`config.mk`:
```
export PLATFORM = sky130hd
export DESIGN_NAME = serial_sub
export DESIGN_NICKNAME = d
export VERILOG_FILES = /design/src/rtl/serial_sub.sv
export SDC_FILE = /design/constraint.sdc
export NUM_CORES = 1
export LEC_CHECK = 0
export BUFFER_PORTS_ARGS = -buffer_cell sky130_fd_sc_hd__buf_2
export CAP_MARGIN = 20
export CORE_MARGIN = 5
export CORE_UTILIZATION = 48
export CTS_CLUSTER_SIZE = 16
export DETAILED_ROUTE_END_ITERATION = 8
export PLACE_DENSITY = 0.71
export RECOVER_POWER = 100
export SYNTH_ARGS = -nofsm -noshare
export SYNTH_HDL_FRONTEND = slang
export SYNTH_SLANG_ARGS = --single-unit
```
`constraint.sdc`:
```
create_clock -name clk -period 4.1 [get_ports clk]
set_clock_uncertainty 0.1 [all_clocks]
set_input_delay 0.82 -clock clk [delete_from_list [all_inputs] [get_ports clk]]
set_output_delay 0.82 -clock clk [all_outputs]
set_load 0.02 [all_outputs]
```
`src/rtl/serial_sub.sv`:
```
// Digit-serial subtractor: diff = a - b - bin, DIGIT bits per clock, LSB digit first.
// The borrow between digits is kept in a register. Results are held until the next operation completes.

module serial_sub_bit (
    input  logic a,
    input  logic b,
    input  logic bin,
    output logic d,
    output logic bout
);
    assign d    = a ^ b ^ bin;
    assign bout = (~a & b) | (~(a ^ b) & bin);
endmodule

module serial_sub #(
    parameter int WIDTH = 8,
    parameter int DIGIT = 1
) (
    input  logic             clk,
    input  logic             rst,
    input  logic             start,
    input  logic [WIDTH-1:0] a,
    input  logic [WIDTH-1:0] b,
    input  logic             bin,
    output logic [WIDTH-1:0] diff,
    output logic             bout,
    output logic             ovf,
    output logic             zero,
    output logic             busy,
    output logic             done
);
    localparam int NDIG = WIDTH / DIGIT;
    localparam int CW   = (NDIG > 1) ? $clog2(NDIG) : 1;

    generate
        if (DIGIT < 1 || DIGIT > WIDTH || (WIDTH % DIGIT) != 0) begin : g_bad_param
            $error("serial_sub: WIDTH must be a positive multiple of DIGIT");
        end
    endgenerate

    typedef enum logic [1:0] {IDLE = 2'd0, RUN = 2'd1, DONE = 2'd2} state_t;

    typedef struct packed {
        logic [WIDTH-1:0] a;
        logic [WIDTH-1:0] b;
    } opnd_t;

    state_t           state, state_nxt;
    opnd_t            opnd;
    logic             brw;
    logic [CW-1:0]    cnt;
    logic [WIDTH-1:0] res;

    logic [DIGIT:0]       bchain;
    logic [DIGIT-1:0]     dig;
    logic [WIDTH+DIGIT-1:0] res_cat;
    logic [WIDTH-1:0]     res_nxt;
    logic                 last;
    logic                 ovf_nxt;

    // Ripple borrow chain across the bits of the current digit.
    assign bchain[0] = brw;
    generate
        for (genvar i = 0; i < DIGIT; i++) begin : g_bit
            serial_sub_bit u_bit (
                .a    (opnd.a[i]),
                .b    (opnd.b[i]),
                .bin  (bchain[i]),
                .d    (dig[i]),
                .bout (bchain[i+1])
            );
        end
    endgenerate

    // New digit enters from the MSB side; concatenation keeps DIGIT == WIDTH legal.
    assign res_cat = {dig, res};
    assign res_nxt = res_cat[WIDTH+DIGIT-1:DIGIT];
    assign last    = (cnt == CW'(NDIG - 1));
    assign ovf_nxt = bchain[DIGIT] ^ bchain[DIGIT-1];

    assign busy = (state == RUN);
    assign done = (state == DONE);

    always_ff @(posedge clk or posedge rst) begin
        if (rst) state <= IDLE;
        else     state <= state_nxt;
    end

    always_comb begin
        state_nxt = state;
        case (state)
            IDLE:    if (start) state_nxt = RUN;
            RUN:     if (last)  state_nxt = DONE;
            DONE:    state_nxt = IDLE;
            default: state_nxt = IDLE;
        endcase
    end

    always_ff @(posedge clk or posedge rst) begin
        if (rst) begin
            opnd <= '0;
            brw  <= 1'b0;
            cnt  <= '0;
            res  <= '0;
            diff <= '0;
            bout <= 1'b0;
            ovf  <= 1'b0;
            zero <= 1'b0;
        end else begin
            case (state)
                IDLE: begin
                    if (start) begin
                        opnd.a <= a;
                        opnd.b <= b;
                        brw    <= bin;
                        cnt    <= '0;
                    end
                end
                RUN: begin
                    opnd.a <= opnd.a >> DIGIT;
                    opnd.b <= opnd.b >> DIGIT;
                    res    <= res_nxt;
                    brw    <= bchain[DIGIT];
                    cnt    <= cnt + CW'(1);
                    // Visible outputs only move when the final digit lands.
                    if (last) begin
                        diff <= res_nxt;
                        bout <= bchain[DIGIT];
                        ovf  <= ovf_nxt;
                        zero <= (res_nxt == '0);
                    end
                end
                default: ;
            endcase
        end
    end
endmodule

```
==> results.txt, run 1 <==
----------------------------------------------------
[Route]
  Routed vias/inst ... 5.05
  Count of antenna-violating nets left after detailed routing ... 0
  First-pass iteration count of the detailed router ... 3
  Final routed DRC violation total ... 0
  DR iter-0 viols ... 52
  Wire length after detailed routing ... 2950 um
  Vias post-DR ... 1110
  Final routed wire length divided by cell count ... 13.4 um

[STA]
  Transition time of the tightest slew-check pin ... 2.07 ns
  Part of the cycle the worst path needs ... 62.5%
  Final critical delay including setup and external delays ... 2.56 ns
  Final Hold Vio Count ... 0
  Fin Setup TNS ... 0 ns
  Highest attainable clock frequency ... 390 MHz
  Worst slew margin relative to its limit ... -38.1%
  Max Slew Vio Count ... 41
  Number of failing setup endpoints in the final timing report ... 0
  Worst Hold Margin ... 0.381 ns
  Unrepaired setup endpoints after global routing ... no

[Pwr]
  NetSw ... 563 uW
  Combinational power share ... 39.5%
  P_leak ... 0.953 nW
  IR drop worst, VDD ... 0.363 mV
  Clk pwr share ... 15.6%
  Reg power frac ... 44.8%
  Power density of the placed cells ... 789 mW/mm2
  Net Sw Frac ... 36.4%
  Total power of the final layout ... 1.55 mW
  Internal power contribution ... 985 uW

[Logic synthesis]
  Library cell with the largest summed area after synthesis ... dfrtp_1
  Area fraction of the dominant cell type after synthesis ... 56.5%
  Netlist cell types ... 25
  Cell types with the largest area share after synthesis ... dfrtp_1 56%, mux2_2 8.3%, mux2i_1 7.9%
  Number of synthesis warnings ... 0
  Synth Cell Area ... 0.00177 mm2
  Sequential fraction of the synthesis area ... 56.5%
  Mean cell area of the mapped netlist ... 12.8 um2
  Syn Nets ... 161
  Flip-flop and latch count after synthesis ... 40
  Cell count after synthesis ... 138

[Setup path]
  CP Launch Point ... rst
  Number of stages on the worst setup path ... 3
  Worst endpoint required time ... 3.98 ns
  Critical path endpoint ... cnt[2]
  Kind of critical path ... in -> async
  Worst Path Arrival ... 2.44 ns
  Family with the most delay on the worst path ... buffers and inverters
  Endpoint type of the worst setup path ... async pin
  CP max stage delay ... 1.47 ns
  Critical path peak fanout ... 40
  R2r startpoint ... state[0]
  CP max-delay cell ... clkbuf_1
  Depth of the worst register-to-register path ... 4
  Sequence of cells on the critical path ... buf_2 -> inv_1 -> clkbuf_1
  Worst setup SP type ... input pin
  Worst path buffer plus inverter count ... 3
  R2R Path End ... brw
  Setup slack, reg-to-reg ... 1.97 ns

[Placement]
  HPWL after detailed placement ... 2080 um
  Weighted congestion reported at the end of routability-driven placement ... 0.745
  Number of placed cells counting well taps ... 213
  Count of buffers from port buffering ... 32

[CTS]
  Buffer count from post-CTS setup fixing ... 0
  Clock tree from TritonCTS ... yes
  CTS H-Tree Depth ... 2
  Quantity of gates resized following cts ... 0
  Master cell of the clock root buffer ... clkbuf_8
  CTS Buf Count ... 5
  Clock buffer depth ... 2
  CTS sink count ... 40
  Cts hold-fix bufs ... 0
  CTS clock-pin slew for the worst setup and hold paths ... 0.06 ns
  Clock latency of the later-clocked register in the worst-skew pair ... 0.29 ns

[Final layout]
  Area taken by multi-input logic gates ... 647 um2
  Final instance count without filler cells ... 220
  Total Nets Final ... 195
  Post-Route Utilization ... 54.4%
  Share of final-layout standard cells stronger than drive strength 1 ... 24.4%
  P&R area growth vs syn ... 10.7%
  Number of antenna diodes ... 0
  FF+latch area ... 0.00100 mm2
  Number of fill cells ... 340

[GRT]
  Vias in the first global route ... 1128
  Initial antenna violation count ... 0
  First-pass GRT wire length ... 5040 um
  Largest net degree at the start of global routing ... 41
  Grt total ovfl ... 0
  Overall fraction of global-route tracks in use ... 12.9%

[Job]
  Maxcap violations ... 1

[Hold path]
  Class of the tightest hold or removal check ... reg -> reg

[Die]
  Starting density of the core ... 49.1%
  Core Region ... 0.00361 mm2
  Area of the die ... 0.00501 mm2
  I/O pins ... 33
  FP Rows ... 22
  Die outline height ... 70.8 um
  Width of the die ... 70.8 um

[Outcome]
  Violated checks ... max-capacitance violations, max-slew violations
  Outcome ... complete, but fails checks

----------------------------------------------------
-- metrics by stage --
step,area [um2],setup WS [ns]
after detailed placement,1930,1.90
after global placement,1930,1.95
after floorplan,1770,2.26
after global routing,1960,1.09
final,1960,1.54
after CTS,2010,1.58
-- worst register-to-register path: stages (launching register included) --
cell and delay [ns]:
dfrtp_1 0.46, o21bai_2 0.16, clkbuf_1 0.89, inv_1 0.16, o22a_1 0.25
-- cells in the final DEF (no fill, tap or decap), types with 2 or more instances in the layout --
cell / n
a21oi_1: 3
a22o_1: 4
buf_2: 18
clkbuf_1: 17
clkbuf_8: 5
dfrtp_1: 40
ha_1: 2
inv_1: 5
mux2_2: 13
mux2_4: 2
mux2i_1: 14
nand2_1: 18
nor3b_1: 2
nor4_1: 2
o21ai_0: 17
-- cell families (layout without fill, tap and decap cells) --
family	after synthesis	in the layout	share of synthesized area (%)
flip-flops	40	40	56.5
multiplexers	29	29	17.9
AO/OA/AOI/OAI	26	26	8.76
AND/OR/NAND/NOR	26	26	7.98
buffers and inverters	13	47	5.86
adder cells (fa/ha/maj)	3	3	2.54
XOR/XNOR	1	1	0.494
-- synth_stat cells, drive strengths merged --
master	instances
dfrtp	40
nand2	18
o21ai	17
mux2	15
mux2i	14
buf	8
inv	5
a22o	4
a21oi	3
ha	2
nor3b	2
nor4	2
and2b	1
fa	1
nand3b	1
nor2	1
nor2b	1
o21bai	1
o22a	1
xor2	1
-- area by class of cell --
| cell class | count | share of cell area [%] |
|---|---|---|
| tap | 48 | 3.06 |
| timing repair buffer | 35 | 8.04 |
| multi-input combinational | 85 | 33.0 |
| clock inverter | 1 | 0.255 |
| sequential | 40 | 51.0 |
| clock buffer | 6 | 3.70 |
| inverter | 5 | 0.957 |
-- worst min-delay path by stage --
stage,startpoint,to,cells past startpoint
floorplan,cnt[0],cnt[0],1
global placement,bout,bout,2
detailed placement,ovf,ovf,2
CTS,ovf,ovf,2
global route,opnd[0],opnd[0],2
finish,opnd[9],opnd[9],2
-- registers in the layout, summed over array words and instances (netlist names) --
name	count
opnd	16
diff	8
res	7
cnt	3
state	2
bout	1
brw	1
ovf	1
zero	1
-- power groups by stage --
| stage | Combinational [mW] | Clock [mW] | Sequential [mW] |
|---|---|---|---|
| floorplan | 0.526 | 0 | 0.735 |
| global placement | 0.640 | 0 | 0.694 |
| detailed placement | 0.663 | 0 | 0.705 |
| CTS | 0.667 | 0.246 | 0.698 |
| global route | 0.683 | 0.266 | 0.722 |
| finish | 0.612 | 0.242 | 0.694 |
-- per-layer routing --
layer	routed length [um]	global-route usage [%]
met4	40	7.52
met2	1420	20.6
met5	0	0
met1	1310	15.3
met3	189	3.98
No activity file was read; power rests on OpenSTA's default activity.
==> run 2, diff against run 1 <==
==> constraint.sdc (replaced) <==
create_clock -name clk -period 2.7 [get_ports clk]
set_clock_uncertainty 0.1 [all_clocks]
set_input_delay 0.54 -clock clk [delete_from_list [all_inputs] [get_ports clk]]
set_output_delay 0.54 -clock clk [all_outputs]
set_load 0.02 [all_outputs]
==> results.txt, run 2 (synthesized netlist as in run 1, its figures left out) <==
----------------------------------------------------
[Outcome]
  Outcome ... complete, no violations

[Setup path]
  Depth of the worst register-to-register path ... 4
  Critical path peak fanout ... 34
  Worst Path Arrival ... 2.22 ns
  CP max stage delay ... 0.88 ns
  CP max-delay cell ... clkbuf_1
  Endpoint type of the worst setup path ... flop
  Family with the most delay on the worst path ... buffers and inverters
  Kind of critical path ... reg -> reg
  Number of stages on the worst setup path ... 4
  Sequence of cells on the critical path ... o21bai_2 -> clkbuf_1 -> inv_1 -> o22a_1
  R2R Path End ... brw
  Worst endpoint required time ... 2.78 ns
  Worst setup SP type ... flop
  Worst path buffer plus inverter count ... 2
  Setup slack, reg-to-reg ... 0.56 ns
  R2r startpoint ... state[0]

[CTS]
  Clock buffer depth ... 2
  Master cell of the clock root buffer ... clkbuf_8
  Buffer count from post-CTS setup fixing ... 0
  CTS H-Tree Depth ... 2
  Quantity of gates resized following cts ... 0
  Cts hold-fix bufs ... 0
  CTS Buf Count ... 5
  CTS clock-pin slew for the worst setup and hold paths ... 0.08 ns
  Clock tree from TritonCTS ... yes
  CTS sink count ... 40
  Clock latency of the later-clocked register in the worst-skew pair ... 0.29 ns

[STA]
  Worst Hold Margin ... 0.363 ns
  Part of the cycle the worst path needs ... 79.3%
  Number of failing setup endpoints in the final timing report ... 0
  Final critical delay including setup and external delays ... 2.14 ns
  Final Hold Vio Count ... 0
  Max Slew Vio Count ... 0
  Fin Setup TNS ... 0 ns
  Transition time of the tightest slew-check pin ... 1.19 ns
  Highest attainable clock frequency ... 467 MHz
  Worst slew margin relative to its limit ... 20.6%
  Unrepaired setup endpoints after global routing ... no

[Placement]
  Count of buffers from port buffering ... 32
  Weighted congestion reported at the end of routability-driven placement ... 0.730
  HPWL after detailed placement ... 2150 um

[Route]
  Wire length after detailed routing ... 3020 um
  First-pass iteration count of the detailed router ... 4
  DR iter-0 viols ... 26
  Final routed wire length divided by cell count ... 13.7 um
  Routed vias/inst ... 4.99
  Final routed DRC violation total ... 0
  Count of antenna-violating nets left after detailed routing ... 0
  Vias post-DR ... 1102

[GRT]
  Grt total ovfl ... 0
  Initial antenna violation count ... 0
  Overall fraction of global-route tracks in use ... 12.8%
  First-pass GRT wire length ... 5050 um
  Vias in the first global route ... 1131
  Largest net degree at the start of global routing ... 41

[Final layout]
  Max reg flops ... 16
  Most common cell after layout, fill and taps aside ... dfrtp_1
  Biggest register ... opnd
  Number of fill cells ... 351
  Number of antenna diodes ... 0
  P&R area growth vs syn ... 12.0%
  Commonest cells after routing, fill and taps aside ... 40 x dfrtp_1, 19 x buf_2, 18 x nand2_1
  Share of final-layout standard cells stronger than drive strength 1 ... 26.0%
  Total Nets Final ... 195
  Largest registers ... opnd: 16 flops, diff: 8 flops, res: 7 flops

[Hold path]
  Hold Path End ... opnd[15]
  Hold path startpoint ... a[7]
  Class of the tightest hold or removal check ... in -> reg
  Instance count along the most critical hold path ... 2

[Pwr]
  Internal power contribution ... 1.53 mW
  Clk pwr share ... 17.0%
  NetSw ... 868 uW
  Reg power frac ... 44.4%
  P_leak ... 0.967 nW
  Net Sw Frac ... 36.3%
  Power density of the placed cells ... 1210 mW/mm2
  IR drop worst, VDD ... 0.545 mV
  Combinational power share ... 38.6%

[Die]
  Core Region ... 0.00361 mm2
  FP Rows ... 22
  Die outline height ... 70.8 um
  Starting density of the core ... 49.1%
  Area of the die ... 0.00501 mm2
  I/O pins ... 33
  Width of the die ... 70.8 um

[Job]
  Maxcap violations ... 0

----------------------------------------------------
-- run 2: through the flow --
step                cells  setup slack (ns)  util (%)  power (mW)  area [um2]
floorplan             138              1.11         -        1.91        1770
global placement      213             0.893      53.5        2.03        1930
detailed placement    213             0.862      53.5        2.09        1930
CTS                   221             0.533      56.1        2.50        2020
global route          221             0.348      55.0        2.57        1980
finish                221             0.558      55.0        2.39        1980
-- run 2: cell type report --
| class | instances | area (um2) | area share, % |
|---|---|---|---|
| well taps | 48 | 60.1 | 3.03 |
| clock buffers | 7 | 86.3 | 4.35 |
| flip-flops and latches | 40 | 1000 | 50.4 |
| multi-input cells | 85 | 651 | 32.8 |
| inverters | 5 | 18.8 | 0.946 |
| clock inverters | 1 | 7.51 | 0.378 |
| repair buffers | 35 | 160 | 8.07 |
-- run 2: power groups by stage --
stage	Combinational (mW)	Clock, mW	Sequential, mW
5_1_grt	1.03	0.449	1.09
2_1_floorplan	0.798	0	1.12
4_1_cts	1.01	0.422	1.06
3_5_place_dp	1.01	0	1.08
3_3_place_gp	0.973	0	1.05
6_report	0.924	0.408	1.06
-- run 2: worst max path at each step --
| stage | end | start | slack, ns |
|---|---|---|---|
| 6_report | brw | state[0] | 0.56 |
| 3_5_place_dp | busy | state[0] | 0.86 |
| 4_1_cts | busy | state[0] | 0.53 |
| 3_3_place_gp | busy | state[0] | 0.89 |
| 2_1_floorplan | diff[0] | cnt[0] | 1.11 |
| 5_1_grt | brw | state[0] | 0.35 |
-- run 2: layer usage --
layer	vias to the layer above	share of wire (%)	track usage (%)
met4	0	1.2	5.01
li1	540	-	-
met5	-	0	0
met3	4	7.6	5.97
met1	524	45	16.0
met2	34	47	19.4
